[src/rtl/riscv_pkg.sv]
`default_nettype none
// ============================================================================
// Module   : riscv_pkg
// Purpose  : Shared RISC-V datapath definitions for the immediate generator:
//            immediate format encoding and the base opcodes that carry an
//            immediate field.
// Revision : 1.0 - initial release
// ============================================================================
package riscv_pkg;

    // 000..011 keep the legacy 2-bit ImmSrc meaning so existing control
    // units can drive the low bits unchanged.
    typedef enum logic [2:0] {
        IMM_I     = 3'b000,
        IMM_S     = 3'b001,
        IMM_B     = 3'b010,
        IMM_J     = 3'b011,
        IMM_U     = 3'b100,
        IMM_SHAMT = 3'b101,
        IMM_ZIMM  = 3'b110,
        IMM_ILL   = 3'b111
    } imm_fmt_e;

    localparam logic [6:0] OP_LOAD   = 7'b0000011;
    localparam logic [6:0] OP_IMM    = 7'b0010011;
    localparam logic [6:0] OP_JALR   = 7'b1100111;
    localparam logic [6:0] OP_STORE  = 7'b0100011;
    localparam logic [6:0] OP_BRANCH = 7'b1100011;
    localparam logic [6:0] OP_JAL    = 7'b1101111;
    localparam logic [6:0] OP_LUI    = 7'b0110111;
    localparam logic [6:0] OP_AUIPC  = 7'b0010111;
    localparam logic [6:0] OP_SYSTEM = 7'b1110011;

endpackage : riscv_pkg
`default_nettype wire

[src/rtl/imm_fmt_decode.sv]
`default_nettype none
// ============================================================================
// Module   : imm_fmt_decode
// Purpose  : Combinational immediate-format selection. With AUTO_DECODE=0 the
//            control unit's imm_src is passed straight through; with
//            AUTO_DECODE=1 the format is derived from opcode/funct3 and
//            imm_src is ignored.
// Ports    : instr   (in, 32) raw instruction word
//            imm_src (in, 3)  externally supplied format
//            fmt     (out, 3) selected format (imm_fmt_e encoding)
//            illegal (out, 1) format is unsupported
// Revision : 1.0 - initial release
// ============================================================================
module imm_fmt_decode
    import riscv_pkg::*;
#(
    parameter int AUTO_DECODE = 0
) (
    input  logic [31:0] instr,
    input  logic [2:0]  imm_src,
    output logic [2:0]  fmt,
    output logic        illegal
);

    logic [6:0] w_opcode;
    logic [2:0] w_funct3;
    imm_fmt_e   w_auto_fmt;

    assign w_opcode = instr[6:0];
    assign w_funct3 = instr[14:12];

    always_comb begin
        w_auto_fmt = IMM_ILL;
        case (w_opcode)
            OP_LOAD, OP_JALR: w_auto_fmt = IMM_I;
            // Only slli/srli/srai use the shamt field; other OP-IMM ops are I.
            OP_IMM:    w_auto_fmt = (w_funct3 == 3'b001 || w_funct3 == 3'b101)
                                    ? IMM_SHAMT : IMM_I;
            OP_STORE:  w_auto_fmt = IMM_S;
            OP_BRANCH: w_auto_fmt = IMM_B;
            OP_JAL:    w_auto_fmt = IMM_J;
            OP_LUI, OP_AUIPC: w_auto_fmt = IMM_U;
            // csrr*i variants carry a 5-bit zero-extended immediate in rs1.
            OP_SYSTEM: w_auto_fmt = w_funct3[2] ? IMM_ZIMM : IMM_I;
            default:   w_auto_fmt = IMM_ILL;
        endcase
    end

    assign fmt     = (AUTO_DECODE != 0) ? w_auto_fmt : imm_src;
    assign illegal = (fmt == IMM_ILL);

endmodule : imm_fmt_decode
`default_nettype wire

[src/rtl/imm_gen_pipe.sv]
`default_nettype none
// ============================================================================
// Module   : imm_gen_pipe
// Purpose  : Pipelined RISC-V immediate generator (I/S/B/J/U/SHAMT/ZIMM) for
//            XLEN 32 or 64, sitting between decode and execute as a
//            valid/ready stage of STAGES register slices with flush and a
//            pass-through tag.
// Ports    : clk, rst            clock, synchronous active-high reset
//            flush               drop every in-flight entry
//            in_valid/in_ready   input handshake (instr, imm_src, in_tag)
//            out_valid/out_ready output handshake (imm_ext, out_tag, illegal)
//            instr [31:0]        raw instruction
//            imm_src [2:0]       format select (unused when AUTO_DECODE=1)
//            in_tag/out_tag      side-band tag, TAG_W bits
//            imm_ext [XLEN-1:0]  extended immediate (0 when illegal)
//            illegal             unsupported format
// Revision : 1.0 - initial release
// ============================================================================
module imm_gen_pipe
    import riscv_pkg::*;
#(
    parameter int XLEN        = 32,
    parameter int STAGES      = 1,
    parameter int TAG_W       = 32,
    parameter int AUTO_DECODE = 0
) (
    input  logic             clk,
    input  logic             rst,
    input  logic             flush,
    input  logic             in_valid,
    output logic             in_ready,
    input  logic [31:0]      instr,
    input  logic [2:0]       imm_src,
    input  logic [TAG_W-1:0] in_tag,
    output logic             out_valid,
    input  logic             out_ready,
    output logic [XLEN-1:0]  imm_ext,
    output logic [TAG_W-1:0] out_tag,
    output logic             illegal
);

    // ------------------------------------------------------------------
    // Format selection and extension (combinational, ahead of stage 0)
    // ------------------------------------------------------------------
    logic [2:0]      w_fmt_raw;
    imm_fmt_e        w_fmt;
    logic            w_illegal;
    logic [XLEN-1:0] w_imm;

    imm_fmt_decode #(
        .AUTO_DECODE (AUTO_DECODE)
    ) u_fmt_decode (
        .instr   (instr),
        .imm_src (imm_src),
        .fmt     (w_fmt_raw),
        .illegal (w_illegal)
    );

    assign w_fmt = imm_fmt_e'(w_fmt_raw);

    // Size-casting a $signed operand sign-extends from instr[31]; an
    // unsigned operand zero-extends.
    always_comb begin
        w_imm = '0;
        case (w_fmt)
            IMM_I: w_imm = XLEN'($signed(instr[31:20]));
            IMM_S: w_imm = XLEN'($signed({instr[31:25], instr[11:7]}));
            IMM_B: w_imm = XLEN'($signed({instr[31], instr[7], instr[30:25],
                                          instr[11:8], 1'b0}));
            IMM_J: w_imm = XLEN'($signed({instr[31], instr[19:12], instr[20],
                                          instr[30:21], 1'b0}));
            IMM_U: w_imm = XLEN'($signed({instr[31:12], 12'b0}));
            // RV64 shifts use a 6-bit shamt; RV32 only 5 (bit 25 is funct7).
            IMM_SHAMT: w_imm = (XLEN == 64) ? XLEN'(instr[25:20])
                                            : XLEN'(instr[24:20]);
            IMM_ZIMM:  w_imm = XLEN'(instr[19:15]);
            default:   w_imm = '0;
        endcase
        if (w_illegal) begin
            w_imm = '0;
        end
    end

    // ------------------------------------------------------------------
    // Register pipeline. All stages advance together on w_en; there is no
    // bubble compression, so a stall at the output freezes every stage.
    // ------------------------------------------------------------------
    logic                 w_en;
    logic [STAGES-1:0]    w_vld_q;
    logic [STAGES-1:0]    w_ill_q;
    logic [XLEN-1:0]      w_imm_q [STAGES];
    logic [TAG_W-1:0]     w_tag_q [STAGES];

    assign w_en     = !w_vld_q[STAGES-1] || out_ready;
    assign in_ready = w_en;

    for (genvar s = 0; s < STAGES; s++) begin : g_stage
        logic             r_valid;
        logic             r_ill;
        logic [XLEN-1:0]  r_imm;
        logic [TAG_W-1:0] r_tag;
        logic             w_d_valid;
        logic             w_d_ill;
        logic [XLEN-1:0]  w_d_imm;
        logic [TAG_W-1:0] w_d_tag;

        if (s == 0) begin : g_head
            // in_ready equals w_en, so on an advance in_valid alone decides
            // whether stage 0 captures a new entry.
            assign w_d_valid = in_valid;
            assign w_d_ill   = w_illegal;
            assign w_d_imm   = w_imm;
            assign w_d_tag   = in_tag;
        end else begin : g_body
            assign w_d_valid = w_vld_q[s-1];
            assign w_d_ill   = w_ill_q[s-1];
            assign w_d_imm   = w_imm_q[s-1];
            assign w_d_tag   = w_tag_q[s-1];
        end

        always_ff @(posedge clk) begin
            if (rst) begin
                r_valid <= 1'b0;
                r_ill   <= 1'b0;
                r_imm   <= '0;
                r_tag   <= '0;
            end else if (flush) begin
                // Data is left as-is; only the valid bits matter after flush.
                r_valid <= 1'b0;
            end else if (w_en) begin
                r_valid <= w_d_valid;
                r_ill   <= w_d_ill;
                r_imm   <= w_d_imm;
                r_tag   <= w_d_tag;
            end
        end

        assign w_vld_q[s] = r_valid;
        assign w_ill_q[s] = r_ill;
        assign w_imm_q[s] = r_imm;
        assign w_tag_q[s] = r_tag;
    end

    assign out_valid = w_vld_q[STAGES-1];
    assign illegal   = w_ill_q[STAGES-1];
    assign imm_ext   = w_imm_q[STAGES-1];
    assign out_tag   = w_tag_q[STAGES-1];

endmodule : imm_gen_pipe
`default_nettype wire
[config.mk]
export PLATFORM = sky130hd
export DESIGN_NAME = imm_gen_pipe
export DESIGN_NICKNAME = d
export VERILOG_FILES = /design/src/rtl/riscv_pkg.sv /design/src/rtl/imm_fmt_decode.sv /design/src/rtl/imm_gen_pipe.sv
export SDC_FILE = /design/constraint.sdc
export NUM_CORES = 1
export LEC_CHECK = 0
export ABC_AREA = 1
export ABC_CLOCK_PERIOD_IN_PS = 2100
export CAP_MARGIN = 20
export CORE_MARGIN = 5
export CORE_UTILIZATION = 35
export CTS_CLUSTER_DIAMETER = 50
export DETAILED_ROUTE_END_ITERATION = 8
export GPL_ROUTABILITY_DRIVEN = 1
export PLACE_DENSITY = 0.69
export SLEW_MARGIN = 20
export SYNTH_ARGS = -nofsm -noshare
export SYNTH_HDL_FRONTEND = slang
export SYNTH_SLANG_ARGS = --single-unit
[constraint.sdc]
create_clock -name clk -period 2.1 [get_ports clk]
set_clock_uncertainty 0.15 [all_clocks]
set_input_delay 0.42 -clock clk [delete_from_list [all_inputs] [get_ports clk]]
set_output_delay 0.42 -clock clk [all_outputs]
set_load 0.05 [all_outputs]
==> metrics.md <==
| Metric | Value |
|---|---|
| Critical path buffers and inverters | 1 |
| Largest family of logic cells by synthesized area | simple AND/OR/NAND/NOR gates |
| RR Endpoint | out_tag[21] |
| Die Span Y | 101 um |
| Setup TNS | 0 ns |
| CTS tree | built |
| Die ar. | 0.0102 sq mm |
| Design area | 0.00445 sq mm |
| Period Utilization, post-route | 0.983 |
| Data required, critical path | 1.53 ns |
| DRT Pass-1 Iters | 4 |
| CP endpoint | imm_ext[10] |
| Synth Area in XOR/XNOR | 0 |
| Dpl hpwl | 6.35 mm |
| Slowest cell on crit path | clkdlybuf4s50_1 |
| Cts bufs inserted | 9 |
| Post-Synth Simple-Gate Area | 0.311 |
| Worst r2r path cells | 5 |
| Flop2flop setup slack | 0.67 ns |
| Top_reg_cell synth | dfxtp_1 |
| # DRC | 0 |
| Vias post-DR | 3101 |
| Rel. slew slack | 0.649 |
| Yosys cell types | 25 |
| Number of max-cap violations | 0 |
| Nets | 585 |
| Worst path cell trace | clkdlybuf4s50_1 |
| Fin. Hold Viols | 0 |
| Grt total ovfl | 0 |
| Clock Sinks | 66 |
| Num rows | 33 |
| Mux cell area share after synthesis | 0 |
| Layout area overhead | 52.9% |
| Hold Buf Count CTS | 0 |
| Die width | 101 um |
| Root Driver | clkbuf_8 |
| Worst Hold Class | flop to flop |
| Sequential share of the synthesized area | 0.454 |
| PwrDens | 683 mW/mm^2 |
| VDD IR max | 0.284 mV |
| Post-Synth Adder-Cell Area | 0 |
| Routed vias/inst | 4.98 |
| RD Place Congestion | 0.910 |
| Final core occ | 0.544 |
| Worst-Skew Late Latency | 0.33 ns |
| Number of global-route vias before repair | 2888 |
| Critical path class | flop to primary output |
| Power, Total | 3.04 mW |
| Setup bufs post-CTS | 0 |
| Leakage | 1.93 nW |
| # IOs | 139 |
| CTS Buffer Depth | 2 |
| H-Tree Depth | 3 |
| YS warnings | 0 |
| CP Depth | 1 |
| CP max stage delay | 0.81 ns |
| Ant diodes | 0 |
| Initial antenna violation count | 0 |
| Reg2reg start | out_valid |
| CP Launch Type | flop |
| Post-Syn Nets | 461 |
| Post-Syn Area per Cell | 7.48 sq um |
| Commonest non-fill, non-tap cell in the layout | nand2_1 |
| Post-route ant nets | 0 |
| GRT Total Usage | 0.165 |
| Placed cell areas | 0.00426 sq mm |
| Initial Utilization | 0.356 |
| Final setup violation count | 0 |
| #FFs+latches synth | 66 |
| Cell family with most CP delay | buffers and inverters |
| Ys async rst share | 0 |
| Mapped Area | 0.00291 sq mm |
| Final wirelength | 8.82 mm |
| Crit. End Element | primary output |
| Worst slew pin tran | 0.525 ns |
| Compound-Gate Fraction of Synth Area | 0.154 |
| Fmax | 485 MHz |
| Post-layout min period | 2.06 ns |
| RSZ-0062 raised after global routing | no |
| Final Slew Violations | 0 |
| Core area | 0.00818 sq mm |
| DRT iter0 DRCs | 184 |
| Mapped Cells | 389 |
| EDFF count, synth | 0 |
| Crit Path Max Fanout | 2 |
| Most frequent cells in the layout | nand2_1, clkdlybuf4s50_1, dfxtp_1 |
| Crit path from | imm_ext[10] |
| PortBufs | 131 |
| Clock Pin Slew Worst Setup and Hold Paths | 0.07 ns |
| Outcome | completed |
| WP data arrival | 1.49 ns |
| First-pass GRT wire length | 13.6 mm |
| DR WL/cell | 14.2 um |
| Share of cells above drive strength 1 | 0.131 |
| Largest net degree at the start of global routing | 36 |
## worst min-delay path by stage
stage | startpoint | end | slack, ns | depth (start not counted)
final | out_tag[30] | out_tag[30] | 0.31 | 2
after global routing | out_tag[18] | out_tag[18] | 0.33 | 2
after CTS | out_tag[30] | out_tag[30] | 0.32 | 2
after detailed placement | out_tag[30] | out_tag[30] | 0.31 | 2
after global placement | out_tag[5] | out_tag[5] | 0.30 | 2
after floorplan | flush | out_valid | 0.35 | 1
## metal layers
| metal | vias to the layer above | GRT usage | wire (um) |
|---|---|---|---|
| met2 | 123 | 0.264 | 4090 |
| li1 | 1548 | - | - |
| met3 | 20 | 0.0420 | 701 |
| met5 | - | 0 | 0 |
| met1 | 1410 | 0.214 | 3840 |
| met4 | 0 | 0.0613 | 184 |
## power by group
part | internal [mW] | leakage [nW] | switching (mW)
Combinational | 0.304 | 1.31 | 0.481
Sequential | 1.32 | 0.542 | 0.0338
Clock | 0.425 | 0.0831 | 0.478
## sequential cells by signal (all words and copies together), names as in the netlist
register   count
imm_ext       32
illegal        1
out_tag       32
out_valid      1
## synth_stat cells, types with 2 or more instances
library cell	number	share of area
nand2_1	144	0.19
inv_2	6	0.0077
nand2_2	3	0.0065
nand4_1	23	0.049
buf_6	6	0.023
a21oi_2	8	0.024
o21bai_1	4	0.010
o21ai_0	2	0.0034
buf_2	13	0.022
clkbuf_1	6	0.0077
a21oi_1	58	0.10
dfxtp_1	66	0.45
o21ai_1	2	0.0034
nor3_1	3	0.0052
nand3_1	29	0.050
buf_4	6	0.015
inv_1	2	0.0026
## per-stage QoR
stage,cells,setup slack (ns),hold WS [ns]
after floorplan,389,0.257,0.349
after global placement,607,0.125,0.302
after detailed placement,607,0.0957,0.306
after CTS,623,0.0123,0.317
after global routing,623,0.000324,0.334
final,623,0.0362,0.314
## final cells by class
cell class	count	area, sq um
Inverter	9	36.3
Multi-Input combinational cell	283	1350
Fill cell	803	3730
Sequential cell	66	1320
Clock buffer	11	131
Tap cell	105	131
Clock inverter	5	31.3
Timing Repair Buffer	144	1450
## worst reg2reg max path: cells and delay by family, from the launching register on
family / cells / cell delay, ns
DFF: 1 / 0.36
AOI/OAI and AO/OA: 1 / 0.16
buffers and inverters: 1 / 0.34
and+or+nand+nor: 3 / 0.34
## cells by family after synthesis
family                 Yosys count
AO/OA/AOI/OAI                   77
buffers and inverters           40
flip-flops                      66
AND/OR/NAND/NOR                206
## repair_timing
action | CTS | global route
gates cloned | 0 | 0
resized for setup | 3 | 10
pin swaps | 0 | 0
endpoints found under the setup margin | 3 | 10
Power figures use the tool's default switching activity.
